File: config.mk
export PLATFORM = sky130hd
export DESIGN_NAME = uart_tx
export DESIGN_NICKNAME = d
export VERILOG_FILES = /design/src/rtl/uart_tx.sv
export SDC_FILE = /design/constraint.sdc
export NUM_CORES = 1
export LEC_CHECK = 0
export CORE_ASPECT_RATIO = 1.5
export CORE_MARGIN = 3
export CORE_UTILIZATION = 25
export CTS_CLUSTER_DIAMETER = 200
export DETAILED_ROUTE_END_ITERATION = 16
export GPL_TIMING_DRIVEN = 0
export HOLD_SLACK_MARGIN = 0.05
export MAX_ROUTING_LAYER = met4
export PLACE_DENSITY = 0.4
export SYNTH_ARGS = -nofsm -noshare
export SYNTH_HDL_FRONTEND = slang
export SYNTH_SLANG_ARGS = --single-unit
export TNS_END_PERCENT = 100
File: constraint.sdc
create_clock -name clock -period 3.4 [get_ports clock]
set_input_delay 0.68 -clock clock [delete_from_list [all_inputs] [get_ports clock]]
set_output_delay 0.68 -clock clock [all_outputs]
set_load 0.01 [all_outputs]
File: src/rtl/uart_tx.sv
// uart_tx: parametrised UART transmitter with an internal FIFO.
//
// Words are queued through a valid/ready handshake and sent LSB-first as
// start, data, optional parity and stop bits. While the FIFO holds data,
// frames are sent back-to-back with no idle gap.
//
// Optional feature macro: UART_TX_PARITY_EN. When it is defined, a parity
// bit follows the data bits. parity_odd=1 selects odd parity and
// parity_odd=0 selects even parity. When the macro is undefined, no parity
// bit is sent.
//
// Ports:
//   clock   - single clock; all logic runs on the rising edge
//   reset   - synchronous, active-high; empties the FIFO and aborts any frame
//   data_in - word to queue (data_bits wide)
//   valid   - data_in is valid this cycle
//   ready   - FIFO not full; a word is accepted on an edge with valid && ready
//   count   - current FIFO occupancy
//   busy    - the serialiser is in the middle of a frame
//   done    - one-cycle pulse on the edge that ends each frame
//   pin     - serial line; idles high
module uart_tx #(
  parameter int clocks_per_bit = 1,
  parameter int data_bits      = 8,
  parameter int stop_bits      = 1,
  parameter int fifo_depth     = 4,
  parameter int parity_odd     = 0
) (
  input  logic                        clock,
  input  logic                        reset,
  input  logic [data_bits-1:0]        data_in,
  input  logic                        valid,
  output logic                        ready,
  output logic [$clog2(fifo_depth):0] count,
  output logic                        busy,
  output logic                        done,
  output logic                        pin
);

  localparam int addr_w = $clog2(fifo_depth);
  localparam int cyc_w  = $clog2(clocks_per_bit) + 1;
  localparam int idx_w  = $clog2(data_bits) + 1;
  localparam logic [cyc_w-1:0] cyc_last = cyc_w'(clocks_per_bit - 1);

  // Reject parameter sets the serialiser cannot handle.
  if (clocks_per_bit < 1 || data_bits < 5 || data_bits > 9 ||
      (stop_bits != 1 && stop_bits != 2) || fifo_depth < 2 ||
      (fifo_depth & (fifo_depth - 1)) != 0 ||
      (parity_odd != 0 && parity_odd != 1)) begin : g_illegal_config
    $error("uart_tx: illegal parameter combination");
  end

  typedef enum logic [2:0] {
    S_IDLE,
    S_START,
    S_DATA,
`ifdef UART_TX_PARITY_EN
    S_PARITY,
`endif
    S_STOP
  } state_e;

  state_e                state_q, state_d;
  logic [cyc_w-1:0]      cyc_q, cyc_d;
  logic [idx_w-1:0]      idx_q, idx_d;
  logic [data_bits-1:0]  shift_q, shift_d;
  logic                  pin_q, pin_d;
  logic                  busy_q, busy_d;
  logic                  done_q, done_d;
  logic [addr_w:0]       count_q, count_d;
  logic [addr_w-1:0]     wr_ptr_q, wr_ptr_d;
  logic [addr_w-1:0]     rd_ptr_q, rd_ptr_d;
`ifdef UART_TX_PARITY_EN
  logic                  parity_q, parity_d;
`endif
  logic [data_bits-1:0]  mem_q [fifo_depth];

  logic push;
  logic pop;
  logic bit_end;

  assign ready = (count_q != (addr_w + 1)'(fifo_depth));
  assign count = count_q;
  assign busy  = busy_q;
  assign done  = done_q;
  assign pin   = pin_q;

  // Next-state logic for the serialiser and the FIFO pointers. A pop is
  // requested from IDLE, or at the end of the last stop bit so the next start
  // bit begins on the same edge as done.
  always_comb begin
    state_d  = state_q;
    cyc_d    = cyc_q;
    idx_d    = idx_q;
    shift_d  = shift_q;
    pin_d    = pin_q;
    busy_d   = busy_q;
    done_d   = 1'b0;
    count_d  = count_q;
    wr_ptr_d = wr_ptr_q;
    rd_ptr_d = rd_ptr_q;
`ifdef UART_TX_PARITY_EN
    parity_d = parity_q;
`endif
    pop      = 1'b0;
    push     = valid && ready;
    bit_end  = (cyc_q == cyc_last);

    if (state_q != S_IDLE) begin
      cyc_d = bit_end ? '0 : cyc_q + 1'b1;
    end

    case (state_q)
      S_IDLE: begin
        pin_d  = 1'b1;
        busy_d = 1'b0;
        if (count_q != '0) begin
          pop = 1'b1;
        end
      end
      S_START: begin
        if (bit_end) begin
          state_d = S_DATA;
          idx_d   = '0;
          pin_d   = shift_q[0];
        end
      end
      S_DATA: begin
        if (bit_end) begin
          if (idx_q == idx_w'(data_bits - 1)) begin
            idx_d = '0;
`ifdef UART_TX_PARITY_EN
            state_d = S_PARITY;
            pin_d   = parity_q;
`else
            state_d = S_STOP;
            pin_d   = 1'b1;
`endif
          end else begin
            idx_d   = idx_q + 1'b1;
            shift_d = shift_q >> 1;
            pin_d   = shift_q[1];
          end
        end
      end
`ifdef UART_TX_PARITY_EN
      S_PARITY: begin
        if (bit_end) begin
          state_d = S_STOP;
          idx_d   = '0;
          pin_d   = 1'b1;
        end
      end
`endif
      S_STOP: begin
        if (bit_end) begin
          if (idx_q == idx_w'(stop_bits - 1)) begin
            done_d = 1'b1;
            idx_d  = '0;
            if (count_q != '0) begin
              pop = 1'b1;
            end else begin
              state_d = S_IDLE;
              busy_d  = 1'b0;
              pin_d   = 1'b1;
            end
          end else begin
            idx_d = idx_q + 1'b1;
          end
        end
      end
      default: begin
        state_d = S_IDLE;
        pin_d   = 1'b1;
        busy_d  = 1'b0;
      end
    endcase

    // Latch the head word at pop so later FIFO writes cannot disturb the frame.
    if (pop) begin
      shift_d  = mem_q[rd_ptr_q];
      state_d  = S_START;
      pin_d    = 1'b0;
      busy_d   = 1'b1;
      cyc_d    = '0;
      idx_d    = '0;
      rd_ptr_d = rd_ptr_q + 1'b1;
`ifdef UART_TX_PARITY_EN
      parity_d = (^mem_q[rd_ptr_q]) ^ 1'(parity_odd);
`endif
    end

    if (push) begin
      wr_ptr_d = wr_ptr_q + 1'b1;
    end

    case ({push, pop})
      2'b10:   count_d = count_q + 1'b1;
      2'b01:   count_d = count_q - 1'b1;
      default: count_d = count_q;
    endcase
  end

  // State and output registers; reset aborts the frame with the line high.
  always_ff @(posedge clock) begin
    if (reset) begin
      state_q  <= S_IDLE;
      cyc_q    <= '0;
      idx_q    <= '0;
      shift_q  <= '0;
      pin_q    <= 1'b1;
      busy_q   <= 1'b0;
      done_q   <= 1'b0;
      count_q  <= '0;
      wr_ptr_q <= '0;
      rd_ptr_q <= '0;
`ifdef UART_TX_PARITY_EN
      parity_q <= 1'b0;
`endif
    end else begin
      state_q  <= state_d;
      cyc_q    <= cyc_d;
      idx_q    <= idx_d;
      shift_q  <= shift_d;
      pin_q    <= pin_d;
      busy_q   <= busy_d;
      done_q   <= done_d;
      count_q  <= count_d;
      wr_ptr_q <= wr_ptr_d;
      rd_ptr_q <= rd_ptr_d;
`ifdef UART_TX_PARITY_EN
      parity_q <= parity_d;
`endif
    end
  end

  // FIFO storage; pointer reset is enough to discard its contents.
  always_ff @(posedge clock) begin
    if (push) begin
      mem_q[wr_ptr_q] <= data_in;
    end
  end

endmodule

==> reports/qor.txt <==
CP arrival -> 3150 ps
WS Path Type -> register to register
Final Max Tran Viols -> 0
Sequential area share after synthesis -> 0.591
Die area -> 11,300 µm²
First-pass GRT wire length -> 8.34 mm
Worst r2r dst -> count[2]$_SDFFE_PP0P_
R2R setup slack -> 500 ps
Port Buffer Count -> 17
Worst path cell trace -> ha_1 -> nand4bb_1 -> a211o_1 -> clkbuf_1 -> inv_1 -> ha_1 -> inv_1 -> fa_1 -> xor2_1 -> or3_1 -> a21oi_1
Area post-placement -> 2820 µm²
Residual DRC count -> 0
TritonCTS Buffers -> 9
FF/Latch Area -> 1480 µm²
Crit path max-delay family -> adder cells
Post-DRT Antenna Nets -> 0
Period utilization -> 0.853
Setup_tns -> 0 ps
RSZ-0062 raised after global routing -> no
Share of cells above drive strength 1 -> 0.110
Highest Clock Rate -> 345 MHz
Post-Synthesis Cell Area -> 2510 µm²
Share of power burned in registers -> 0.362
Overall routed net length -> 5.14 mm
Largest net degree at the start of global routing -> 11
WHS Path Cells -> 2
Max-Slew Margin vs Limit -> 0.644
Worst VDD drop -> 0.277 mV
Switching share of power -> 0.305
Cell count after synthesis -> 203
CP required -> 3640 ps
Power Total -> 2670 µW
Detail Placement HPWL -> 3.60 mm
Grt total ovfl -> 0
FF-to-FF Start -> state_q[1]$_SDFFE_PP0P_
Final setup margin -> 498 ps
Die Height -> 129 µm
Initial core utilization -> 0.257
N_diodes -> 0
GPL Wtd Cong -> 0.783
Avg Cell Area, Syn -> 12.4 µm²
Clock slew at reported path FFs -> 50 ps
Via-per-instance ratio -> 4.63
Combinational share of power -> 0.287
Final hold vios -> 0
Clk pwr share -> 0.351
Root Driver -> clkbuf_16
Number of flops mapped to enable cells by yosys -> 32
Setup Skew -> 7.04 ps
Synth Register Bits -> 58
Core Rows -> 44
Status -> finished, final reports clean
Core Area -> 9740 µm²
# IOs -> 18
Max Fanout on Critical Path -> 10
Multi-input logic area -> 931 µm²
Die Width -> 87.8 µm
CTS tree -> built
Net Sw Power -> 815 µW
PwrDens -> 852 nW/µm²
Post-place setup slack -> 446 ps
Vias in the first global route -> 1,672
Initial antenna violation count -> 0
Worst R2R Path Depth -> 11
Slowest CP cell -> a211o_1
Slew @ Worst Pin -> 534 ps
Post-layout minimum cycle time -> 2900 ps
Yosys warnings -> 0
WL per Instance -> 14.6 µm
# nets final -> 255
Post-CTS sizing -> 0
Final instance area -> 3130 µm²
Min-Delay Path Class -> register to register
Fill cells -> 974
GRT Total Usage -> 0.102
Clk sinks -> 58
DR pass1 iterations -> 4
Worst Path Buf+Inv -> 3
Max-cap violations -> 0
Clock latency on the worst-skew pair -> 320 ps
Area grow syn2layout -> 24.9%
H-tree depth -> 3
Most frequent standard cell in the layout excluding fill and tap cells -> edfxtp_1
# Post-CTS Setup Buffers -> 0
Async set-reset flop share out of synthesis -> 0
Top_reg_cell synth -> edfxtp_1
Syn nets -> 227
Hold Path End -> busy$_SDFFE_PP0P_
Leakage -> 0.00108 µW
Vias post-DR -> 1,624
Nature of the critical path startpoint -> register
Max incr delay on CP -> 400 ps
DRT iter0 DRCs -> 59
Hold path startpoint -> busy$_SDFFE_PP0P_
Power Internal -> 1850 µW
Commonest cells after routing, fill and taps aside -> 32 x edfxtp_1, 26 x dfxtp_1, 17 x clkdlybuf4s50_1
Unique masters post-synth -> 38
Maximum clock path buffer count -> 2
Endpoints failing setup -> 0
Critical Path Sink Type -> register
CTS Hold Bufs -> 0
==> area by class of cell <==
type / instances / area share
sequential: 58 / 0.473
multi-input combinational: 122 / 0.297
clock buffer: 10 / 0.0731
timing repair buffer: 17 / 0.0543
tap: 115 / 0.0459
clock inverter: 6 / 0.0260
inverter: 14 / 0.0168
buffer: 9 / 0.0140
==> state kept, by name, summed over array words and instances, names as in the netlist, 2 cells and up, named ones only <==
register  cells
shift_q       8
idx_q         4
mem_q        32
count         3
rd_ptr_q      2
state_q       2
wr_ptr_q      2
==> synth_stat cells, types with 3 or more instances <==
| library cell | n | area, µm² |
|---|---|---|
| a21oi_1 | 9 | 45.0 |
| a311oi_1 | 7 | 61.3 |
| and3_1 | 4 | 25.0 |
| clkbuf_1 | 5 | 18.8 |
| dfxtp_1 | 26 | 521 |
| edfxtp_1 | 32 | 961 |
| ha_1 | 12 | 150 |
| inv_1 | 14 | 52.6 |
| mux4_2 | 8 | 180 |
| nand2_1 | 13 | 48.8 |
| nand2b_1 | 3 | 18.8 |
| nand3_1 | 9 | 45.0 |
| nand3b_1 | 3 | 22.5 |
| nor2_1 | 16 | 60.1 |
| o21ai_0 | 10 | 50.1 |
| or3_1 | 5 | 31.3 |
==> power by group through the flow <==
stage / registers [µW] / logic, µW / clock network, µW
after floorplan: 970 / 525 / 0
after global placement: 978 / 776 / 0
after detailed placement: 982 / 785 / 0
after CTS: 968 / 790 / 964
after global routing: 980 / 865 / 994
final: 966 / 766 / 937
==> stage by stage <==
stage / util / hold slack (ps) / std cells
6_report: 0.322 / 481 / 351
5_1_grt: 0.322 / 490 / 351
4_1_cts: 0.322 / 484 / 351
3_5_place_dp: 0.290 / 472 / 335
3_3_place_gp: 0.290 / 470 / 335
2_1_floorplan: - / 448 / 203
==> layer usage <==
metal  up-vias  share of wire  routed length [µm]  track usage
met5         -              0                   0            -
met4         0          0.011                  59       0.0434
met3         8          0.030                 154       0.0250
met2        24           0.52                2660        0.167
met1       785           0.44                2270        0.117
li1        807              -                   -            -
==> cells by family (layout without fill, tap and decap cells) <==
kind of cell,count (synthesis),in the layout,synth area share
simple gates,63,63,0.132
flops,58,58,0.591
compound gates,34,34,0.0858
buf+inv,23,56,0.0384
fa+ha+maj,13,13,0.0678
mux,8,8,0.0718
xor+xnor,4,4,0.0140
==> worst max-delay path by stage <==
| stage | slack (ps) | startpoint | cells past startpoint | to |
|---|---|---|---|---|
| after floorplan | 860 | state_q[0]$_SDFFE_PP0P_ | 11 | count[2]$_SDFFE_PP0P_ |
| after global placement | 500 | state_q[1]$_SDFFE_PP0P_ | 11 | count[2]$_SDFFE_PP0P_ |
| after detailed placement | 450 | state_q[1]$_SDFFE_PP0P_ | 11 | count[2]$_SDFFE_PP0P_ |
| after CTS | 420 | state_q[1]$_SDFFE_PP0P_ | 11 | count[2]$_SDFFE_PP0P_ |
| after global routing | 250 | state_q[0]$_SDFFE_PP0P_ | 11 | count[2]$_SDFFE_PP0P_ |
| final | 500 | state_q[1]$_SDFFE_PP0P_ | 11 | count[2]$_SDFFE_PP0P_ |
==> worst reg2reg max path, delay by kind of cell, from the launching register on <==
kind                       cells  cell delay (ps)
adders and majority gates      3              820
AOI/OAI and AO/OA              2              530
buffers and inverters          3              480
and+or+nand+nor                2              470
DFF                            1              380
xor gates and xnor gates       1              160
Power figures use the tool's default switching activity.
